File: src/rtl/bit_serial_tx_pkg.sv
// Shared definitions for the bit-serial operand link (transmitter and matching receiver).
package bit_serial_tx_pkg;

  typedef enum logic {
    ST_IDLE  = 1'b0,
    ST_SHIFT = 1'b1
  } tx_state_e;

  // Counter width for a WIDTH-bit word; never narrower than one bit.
  function automatic int unsigned clog2_min1(input int unsigned n);
    return (n <= 2) ? 1 : $clog2(n);
  endfunction

endpackage

File: src/rtl/bit_serial_tx_piso_shift_register.sv
// WIDTH-bit parallel-in/serial-out register; zero-fills as it shifts toward the output end.
module piso_shift_register #(
  parameter int unsigned WIDTH     = 8,
  parameter bit          LSB_FIRST = 1'b1
) (
  input  logic             clk,
  input  logic             rst,
  input  logic             load_i,
  input  logic             shift_i,
  input  logic [WIDTH-1:0] data_i,
  output logic             bit_o
);

  logic [WIDTH-1:0] sreg_q, sreg_d;

  always_comb begin
    sreg_d = sreg_q;
    if (load_i) begin
      sreg_d = data_i;
    end else if (shift_i) begin
      sreg_d = LSB_FIRST ? (sreg_q >> 1) : (sreg_q << 1);
    end
  end

  always_ff @(posedge clk or posedge rst) begin
    if (rst) begin
      sreg_q <= '0;
    end else begin
      sreg_q <= sreg_d;
    end
  end

  assign bit_o = LSB_FIRST ? sreg_q[0] : sreg_q[WIDTH-1];

endmodule

File: src/rtl/bit_serial_tx.sv
// Bit-serial operand transmitter: accepts a word on valid/ready and shifts it out one bit per clk
// with frame/last strobes marking the bit boundaries.
module bit_serial_tx
  import bit_serial_tx_pkg::*;
#(
  parameter int unsigned WIDTH     = 8,
  parameter bit          LSB_FIRST = 1'b1
) (
  input  logic             clk,
  input  logic             rst,
  input  logic             load_valid,
  output logic             load_ready,
  input  logic [WIDTH-1:0] load_data,
  output logic             ser_out,
  output logic             ser_frame,
  output logic             ser_last,
  output logic             busy
);

  localparam int unsigned      CNT_W    = clog2_min1(WIDTH);
  localparam logic [CNT_W-1:0] LAST_CNT = CNT_W'(WIDTH - 1);

  tx_state_e        state_q, state_d;
  logic [CNT_W-1:0] count_q, count_d;
  logic             last_q, last_d;
  logic             load_en, shift_en, at_last, xfer;

  assign at_last    = (state_q == ST_SHIFT) && (count_q == LAST_CNT);
  assign load_ready = !rst && ((state_q == ST_IDLE) || at_last);
  assign xfer       = load_valid && load_ready;

  always_comb begin
    state_d  = state_q;
    count_d  = count_q;
    load_en  = 1'b0;
    shift_en = 1'b0;
    case (state_q)
      ST_IDLE: begin
        if (xfer) begin
          state_d = ST_SHIFT;
          count_d = '0;
          load_en = 1'b1;
        end
      end
      ST_SHIFT: begin
        if (at_last) begin
          if (xfer) begin
            count_d = '0;
            load_en = 1'b1;
          end else begin
            // Shifting out the final bit leaves the register all-zero, so ser_out idles low.
            state_d  = ST_IDLE;
            count_d  = '0;
            shift_en = 1'b1;
          end
        end else begin
          count_d  = count_q + 1'b1;
          shift_en = 1'b1;
        end
      end
      default: state_d = ST_IDLE;
    endcase
    last_d = (state_d == ST_SHIFT) && (count_d == LAST_CNT);
  end

  always_ff @(posedge clk or posedge rst) begin
    if (rst) begin
      state_q <= ST_IDLE;
      count_q <= '0;
      last_q  <= 1'b0;
    end else begin
      state_q <= state_d;
      count_q <= count_d;
      last_q  <= last_d;
    end
  end

  piso_shift_register #(
    .WIDTH    (WIDTH),
    .LSB_FIRST(LSB_FIRST)
  ) u_piso (
    .clk    (clk),
    .rst    (rst),
    .load_i (load_en),
    .shift_i(shift_en),
    .data_i (load_data),
    .bit_o  (ser_out)
  );

  assign ser_frame = (state_q == ST_SHIFT);
  assign busy      = (state_q == ST_SHIFT);
  assign ser_last  = last_q;

endmodule

File: config.mk
export PLATFORM = sky130hd
export DESIGN_NAME = bit_serial_tx
export DESIGN_NICKNAME = d
export VERILOG_FILES = /design/src/rtl/bit_serial_tx_pkg.sv /design/src/rtl/bit_serial_tx_piso_shift_register.sv /design/src/rtl/bit_serial_tx.sv
export SDC_FILE = /design/constraint.sdc
export NUM_CORES = 1
export LEC_CHECK = 0
export ABC_AREA = 1
export BUFFER_PORTS_ARGS = -buffer_cell sky130_fd_sc_hd__buf_4
export CAP_MARGIN = 5
export CORE_MARGIN = 2
export CORE_UTILIZATION = 35
export DETAILED_ROUTE_END_ITERATION = 8
export PLACE_DENSITY = 0.55
export SLEW_MARGIN = 0
export SYNTH_ARGS = -nofsm -noshare
export SYNTH_HDL_FRONTEND = slang
export SYNTH_SLANG_ARGS = --single-unit
File: constraint.sdc
create_clock -name clk -period 3.65 [get_ports clk]
set_input_delay 0.365 -clock clk [delete_from_list [all_inputs] [get_ports clk]]
set_output_delay 0.365 -clock clk [all_outputs]
set_load 0.005 [all_outputs]
==> summary.txt, run 1 <==
Synthesis
  – Cells after synthesis: 70
  – Main synth FF type: dfrtp_1
  – Largest area contributor in the netlist: dfrtp_1
  – Asr flop ratio synth: 100%
  – Yosys warning count: 0
  – Ranking of synthesized cells by area: dfrtp_1 (52%), nand2_1 (15%), nand3_1 (9.5%), ha_1 (4.0%), nand2_2 (3.0%)
  – Top-count cell post-synth: nand2_1
  – Post-synth EDFFs: 0
  – Netlist cell types: 16
  – Synth top area share: 51.6%
  – Part of the Yosys area used for sequential elements: 51.6%
  – Synth cell count leaders: nand2_1 (25), dfrtp_1 (13), nand3_1 (12)
  – #FFs+latches synth: 13
  – Average size of a mapped cell: 9.01 um^2
  – Cell Area, Synth: 631 um^2
  – Post-synthesis net count: 83

Setup path
  – Worst EP arrival: 1510 ps
  – Crit-path max FO: 4
  – Crit start category: flop
  – CP endpoint kind: output port
  – Worst EP required: 3280 ps
  – Critical path class: flop to output port

CTS
  – Maximum clock path buffer count: 2
  – Post-cts sizing count: 0
  – Post-CTS Hold Fix Bufs: 0
  – Reg clk slew, reported paths: 80 ps
  – Clk_lat worst skew: 270 ps
  – CTS Sinks: 13
  – Setup bufs post-CTS: 0
  – Num CTS Buffers: 3
  – Root Driver: clkbuf_4
  – CTS tree: built
  – H-tree depth: 1

Global routing
  – Grt total ovfl: 0
  – Vias in the first global route: 430
  – First-pass GRT wire length: 1900 um
  – Initial antenna violation count: 0
  – Pin count of the biggest net entering global routing: 16
  – GR Util All Layers: 13.1%

Timing
  – Final Critical Period: 1870 ps
  – Final Hold Vio Count: 0
  – Period utilisation layout: 51.3%
  – RSZ-0062 raised after global routing: no
  – Setup violators final: 0
  – Least-Margin Pin Slew: 488 ps
  – Final WS setup: 1780 ps
  – Clk_skew: 3.49 ps
  – Final Max Tran Viols: 0
  – Setup TNS: 0 ps
  – Slew headroom: 67.5%
  – Fmax: 0.534 GHz

Floorplan
  – Row count: 15
  – Starting Density: 36.9%
  – Total die area: 0.00216 mm^2
  – Chip Width: 46.4 um
  – Die Y: 46.4 um
  – Core Area: 0.00171 mm^2
  – IO Pins: 16

Routing
  – DRC: 0
  – Pre-antenna DRT Iters: 4
  – Vias per cell: 4.46
  – 1st-iter DRT viols: 10
  – Final ANT Viol Nets: 0
  – Vias: 499
  – Routed wire length: 1170 um
  – DR WL/cell: 10.4 um

Flow run
  – Max cap viols: 0

Run status
  – Status: finished clean

Layout
  – Synthesis-to-layout area growth: 24.0%
  – Final instance area: 782 um^2
  – Share of layout cells above drive strength 1: 31.0%
  – Antenna diodes: 0
  – Final layout net count: 101
  – Final Core Density: 45.8%
  – Layout Cells excl Fill: 112
  – Fill count: 168

Place
  – Placed inst area: 756 um^2
  – Cells after DPL: 108
  – Dpl ws: 2080 ps
  – Post-DP HPWL: 797 um
  – PortBufs: 15
  – Placer Congestion: 0.671

Worst hold path
  – Worst Hold Class: primary input to asynchronous set/reset pin

Pwr
  – Pwr dens: 689 mW/mm^2
  – Max IR drop VDD: 0.000295 V
  – Pleak: 0.000404 uW
[metal layers]
| layer | GRT usage [%] | part of all wire (%) |
|---|---|---|
| met5 | 0 | 0 |
| met4 | 8.57 | 3.2 |
| met3 | 3.53 | 3.2 |
| met2 | 18.9 | 47 |
| met1 | 17.0 | 47 |
[final cells by class]
class / count / area (um^2) / share of cell area (%)
Tap cell: 25 / 31.3 / 4.00
Sequential cell: 13 / 325 / 41.6
Multi-Input combinational cell: 49 / 264 / 33.8
Clock buffer: 4 / 26.3 / 3.36
Inverter: 6 / 22.5 / 2.88
Timing Repair Buffer: 15 / 113 / 14.4
[registers in the layout, summed over array words and instances (netlist names)]
register       count
busy               1
count_q            3
ser_last           1
u_piso.sreg_q      8
[critical path, stage by stage, from the launching register on]
cell and delay (ps):
dfrtp_1 400, ha_1 200, ha_1 170, inv_1 50, nand2_1 120, inv_1 120, nor2_1 50, buf_4 120
[cells by family (layout without fill, tap and decap cells)]
logic type,after synthesis,count (layout),synth area share (%)
simple gates,45,45,34.1
flops,13,13,51.6
buf+inv,8,25,6.55
fa+ha+maj,2,2,3.97
compound gates,2,2,3.77
[cells in the final DEF (no fill, tap or decap)]
master | netlist | final
inv_1 | 4 | 4
ha_1 | 2 | 2
a21oi_4 | 1 | 1
or2_0 | 1 | 1
nor2_1 | 1 | 1
or2_4 | 1 | 1
buf_4 | 1 | 15
nand3_4 | 1 | 1
inv_2 | 2 | 2
nand2_2 | 3 | 3
clkbuf_4 | 0 | 3
dfrtp_1 | 13 | 13
nand3_1 | 12 | 12
nor2_2 | 1 | 1
clkbuf_1 | 0 | 1
nand2_1 | 25 | 25
o211ai_1 | 1 | 1
[report_power, final]
part / leakage, uW / internal (uW) / total [uW] / switching, uW
clock: 0.0000150 / 42.4 / 88.5 / 46.1
combinational: 0.000222 / 97.5 / 208 / 111
sequential: 0.000167 / 197 / 242 / 45.5
total: 0.000404 / 337 / 539 / 202
[through the flow]
step	power (uW)	hold WS, ps
4_1_cts	550	66.2
2_1_floorplan	399	203
3_5_place_dp	456	372
3_3_place_gp	455	373
5_1_grt	588	87.4
6_report	539	62.5
[final timing paths]
kind | startpoint | end | slack, ps | cells after the start
worst max register to register | count_q[0]$_DFF_PP0_ | ser_last$_DFF_PP0_ | 2170 | 8
min in group clk | load_data[7] | u_piso.sreg_q[7]$_DFFE_PP0P_ | 280 | 3
max in group asynchronous | rst | u_piso.sreg_q[7]$_DFFE_PP0P_ | 3320 | 2
worst min register to register | u_piso.sreg_q[7]$_DFFE_PP0P_ | u_piso.sreg_q[7]$_DFFE_PP0P_ | 480 | 2
worst min-delay path | rst | u_piso.sreg_q[0]$_DFFE_PP0P_ | 60 | 2
worst max-delay path | count_q[0]$_DFF_PP0_ | load_ready | 1780 | 7
Power figures use the tool's default switching activity.
==> run 2: changes to the inputs <==
Settings changed: PLACE_DENSITY 0.55 to 0.57.
Clock period 3.65 ns to 1.6 ns, I/O delays scaled along.
==> run 2 against run 1 <==
Sequential share of layout area down 2.6 points. Register-to-register slack worse by 2100 ps. Combinational power rose to 3.0 times the previous value. Sequential power is 120% higher. Via count increased by 7.2%. Core utilization grew 3.1 points.
==> summary.txt, run 2 (same netlist as run 1, synthesis figures left out) <==
Flow run
  – Max cap viols: 0 (unchanged)

Global routing
  – Pin count of the biggest net entering global routing: 11 (-5)
  – Grt total ovfl: 0 (unchanged)
  – Initial antenna violation count: 0 (unchanged)
  – Vias in the first global route: 492 (+14%)
  – GR Util All Layers: 14.6% (+1.5 points)
  – First-pass GRT wire length: 2110 um (+11%)

Timing
  – Clk_skew: 3.56 ps (+0.0700 ps)
  – Slew headroom: 80.5% (+13 points)
  – Least-Margin Pin Slew: 292 ps (-197 ps)
  – Period utilisation layout: 94.9%
  – RSZ-0062 raised after global routing: no
  – Final Critical Period: 1520 ps
  – Fmax: 0.658 GHz
  – Final Hold Vio Count: 0 (unchanged)
  – Setup TNS: 0 ps (unchanged)
  – Final Max Tran Viols: 0 (unchanged)
  – Setup violators final: 0 (unchanged)

Routing
  – Pre-antenna DRT Iters: 2 (-2)
  – Final ANT Viol Nets: 0 (unchanged)
  – Vias per cell: 4.53 (+1.8%)
  – DRC: 0 (unchanged)
  – Vias: 535 (+7.2%)
  – 1st-iter DRT viols: 6 (-4)
  – Routed wire length: 1300 um (+11%)
  – DR WL/cell: 11.0 um (+5.4%)

CTS
  – Clk_lat worst skew: 280 ps (about the same)
  – Root Driver: clkbuf_4
  – CTS Sinks: 13 (unchanged)
  – CTS tree: built
  – H-tree depth: 1 (unchanged)
  – Reg clk slew, reported paths: 80 ps (about the same)
  – Maximum clock path buffer count: 2 (unchanged)
  – Num CTS Buffers: 3 (unchanged)

Floorplan
  – IO Pins: 16 (unchanged)
  – Core Area: 0.00171 mm^2 (unchanged)
  – Die Y: 46.4 um (unchanged)
  – Chip Width: 46.4 um (unchanged)
  – Starting Density: 36.9% (unchanged)
  – Total die area: 0.00216 mm^2 (unchanged)
  – Row count: 15 (unchanged)

Place
  – PortBufs: 15 (unchanged)
  – Placer Congestion: 0.744 (+11%)
  – Post-DP HPWL: 908 um (+14%)

Pwr
  – Pwr dens: 1610 mW/mm^2 (+130%)
  – Total Power: 1340 uW (+150%)
  – Pleak: 0.000430 uW (+6.4%)
  – Max IR drop VDD: 0.000761 V (+160%)

Setup path
  – Critical path class: flop to output port
  – Worst EP required: 1440 ps (-1840 ps)
  – Crit-path max FO: 3 (-1)
  – Worst EP arrival: 1360 ps (-150 ps)
  – Crit start category: flop
  – CP endpoint kind: output port

Layout
  – Largest regs: u_piso.sreg_q x8, count_q x3
  – Synthesis-to-layout area growth: 32.3%
  – Antenna diodes: 0 (unchanged)
  – Most frequent cells in the layout: nand2_1 (24), buf_4 (20), dfrtp_1 (13)
  – Most common cell after layout, fill and taps aside: nand2_1
  – Number of flip-flops in the largest register: 8 (unchanged)
  – Final Core Density: 48.9% (+3.1 points)
  – Share of layout cells above drive strength 1: 37.6% (+6.6 points)
  – Largest Register: u_piso.sreg_q
  – Fill count: 181 (+7.7%)
  – Final layout net count: 107 (+5.9%)

Run status
  – Status: finished clean

Worst hold path
  – Worst Hold Class: primary input to flop
-- run 2: changes by cell type in the layout (fill, tap and decap cells not counted), sizes merged --
cell,change
dlygate4sd3,+1
buf,+5
-- run 2: critical path, cell delays in order (launching register included) --
cell and delay [ps]:
dfrtp_1 390, ha_2 180, ha_1 170, inv_1 70, nand2_2 70, inv_2 60, nor2_1 30, buf_4 120
-- run 2: routing by layer --
layer  vias up  part of all wire [%]  GRT usage, %
li1        270                     -             -
met1       252                    41          16.9
met2        11                    53          24.2
met3         2                   5.6          5.88
met4         0                  0.85          5.14
met5         -                     0             0
-- run 2: area by class of cell --
class,instances,area [um^2],area share (%)
flip-flops and latches,13,325,39.0
well taps,25,31.3,3.75
inverters,6,22.5,2.70
repair buffers,21,160,19.2
multi-input cells,49,269,32.2
clock buffers,4,26.3,3.15
-- run 2: worst paths after layout --
kind                                              start                            to  cells after the start  slack, ps
setup / recovery                   count_q[1]$_DFF_PP0_                    load_ready                      7         80
hold / removal                             load_data[7]  u_piso.sreg_q[7]$_DFFE_PP0P_                      3         80
setup reg to reg                   count_q[1]$_DFF_PP0_  u_piso.sreg_q[5]$_DFFE_PP0P_                      9        120
hold reg to reg            u_piso.sreg_q[7]$_DFFE_PP0P_  u_piso.sreg_q[7]$_DFFE_PP0P_                      2        480
max in group asynchronous                           rst  u_piso.sreg_q[2]$_DFFE_PP0P_                      4        870
min in group asynchronous                           rst  u_piso.sreg_q[6]$_DFFE_PP0P_                      3        350
-- run 2: power breakdown --
| part | total [uW] | internal, uW | switching [uW] |
|---|---|---|---|
| Combinational | 614 | 294 | 320 |
| Clock | 204 | 96.7 | 108 |
| Sequential | 526 | 450 | 75.6 |
-- run 2: what timing repair did --
item | in CTS | in global routing
pin swaps | 0 | 1
gates resized for setup | 2 | 1
setup buffers | 1 | 2
hold endpoints to repair | 5 | 0
hold buffers | 1 | 0
setup endpoints to repair | 1 | 1
-- run 2: per-stage QoR --
stage	std cells	cell area, um^2	hold slack, ps	setup WS [ps]
after floorplan	70	631	-2.15	232
after global placement	110	771	96.3	190
after detailed placement	110	771	99.6	150
after CTS	116	817	74.0	10.3
after global routing	118	835	97.0	0.668
final	118	835	76.8	80.9
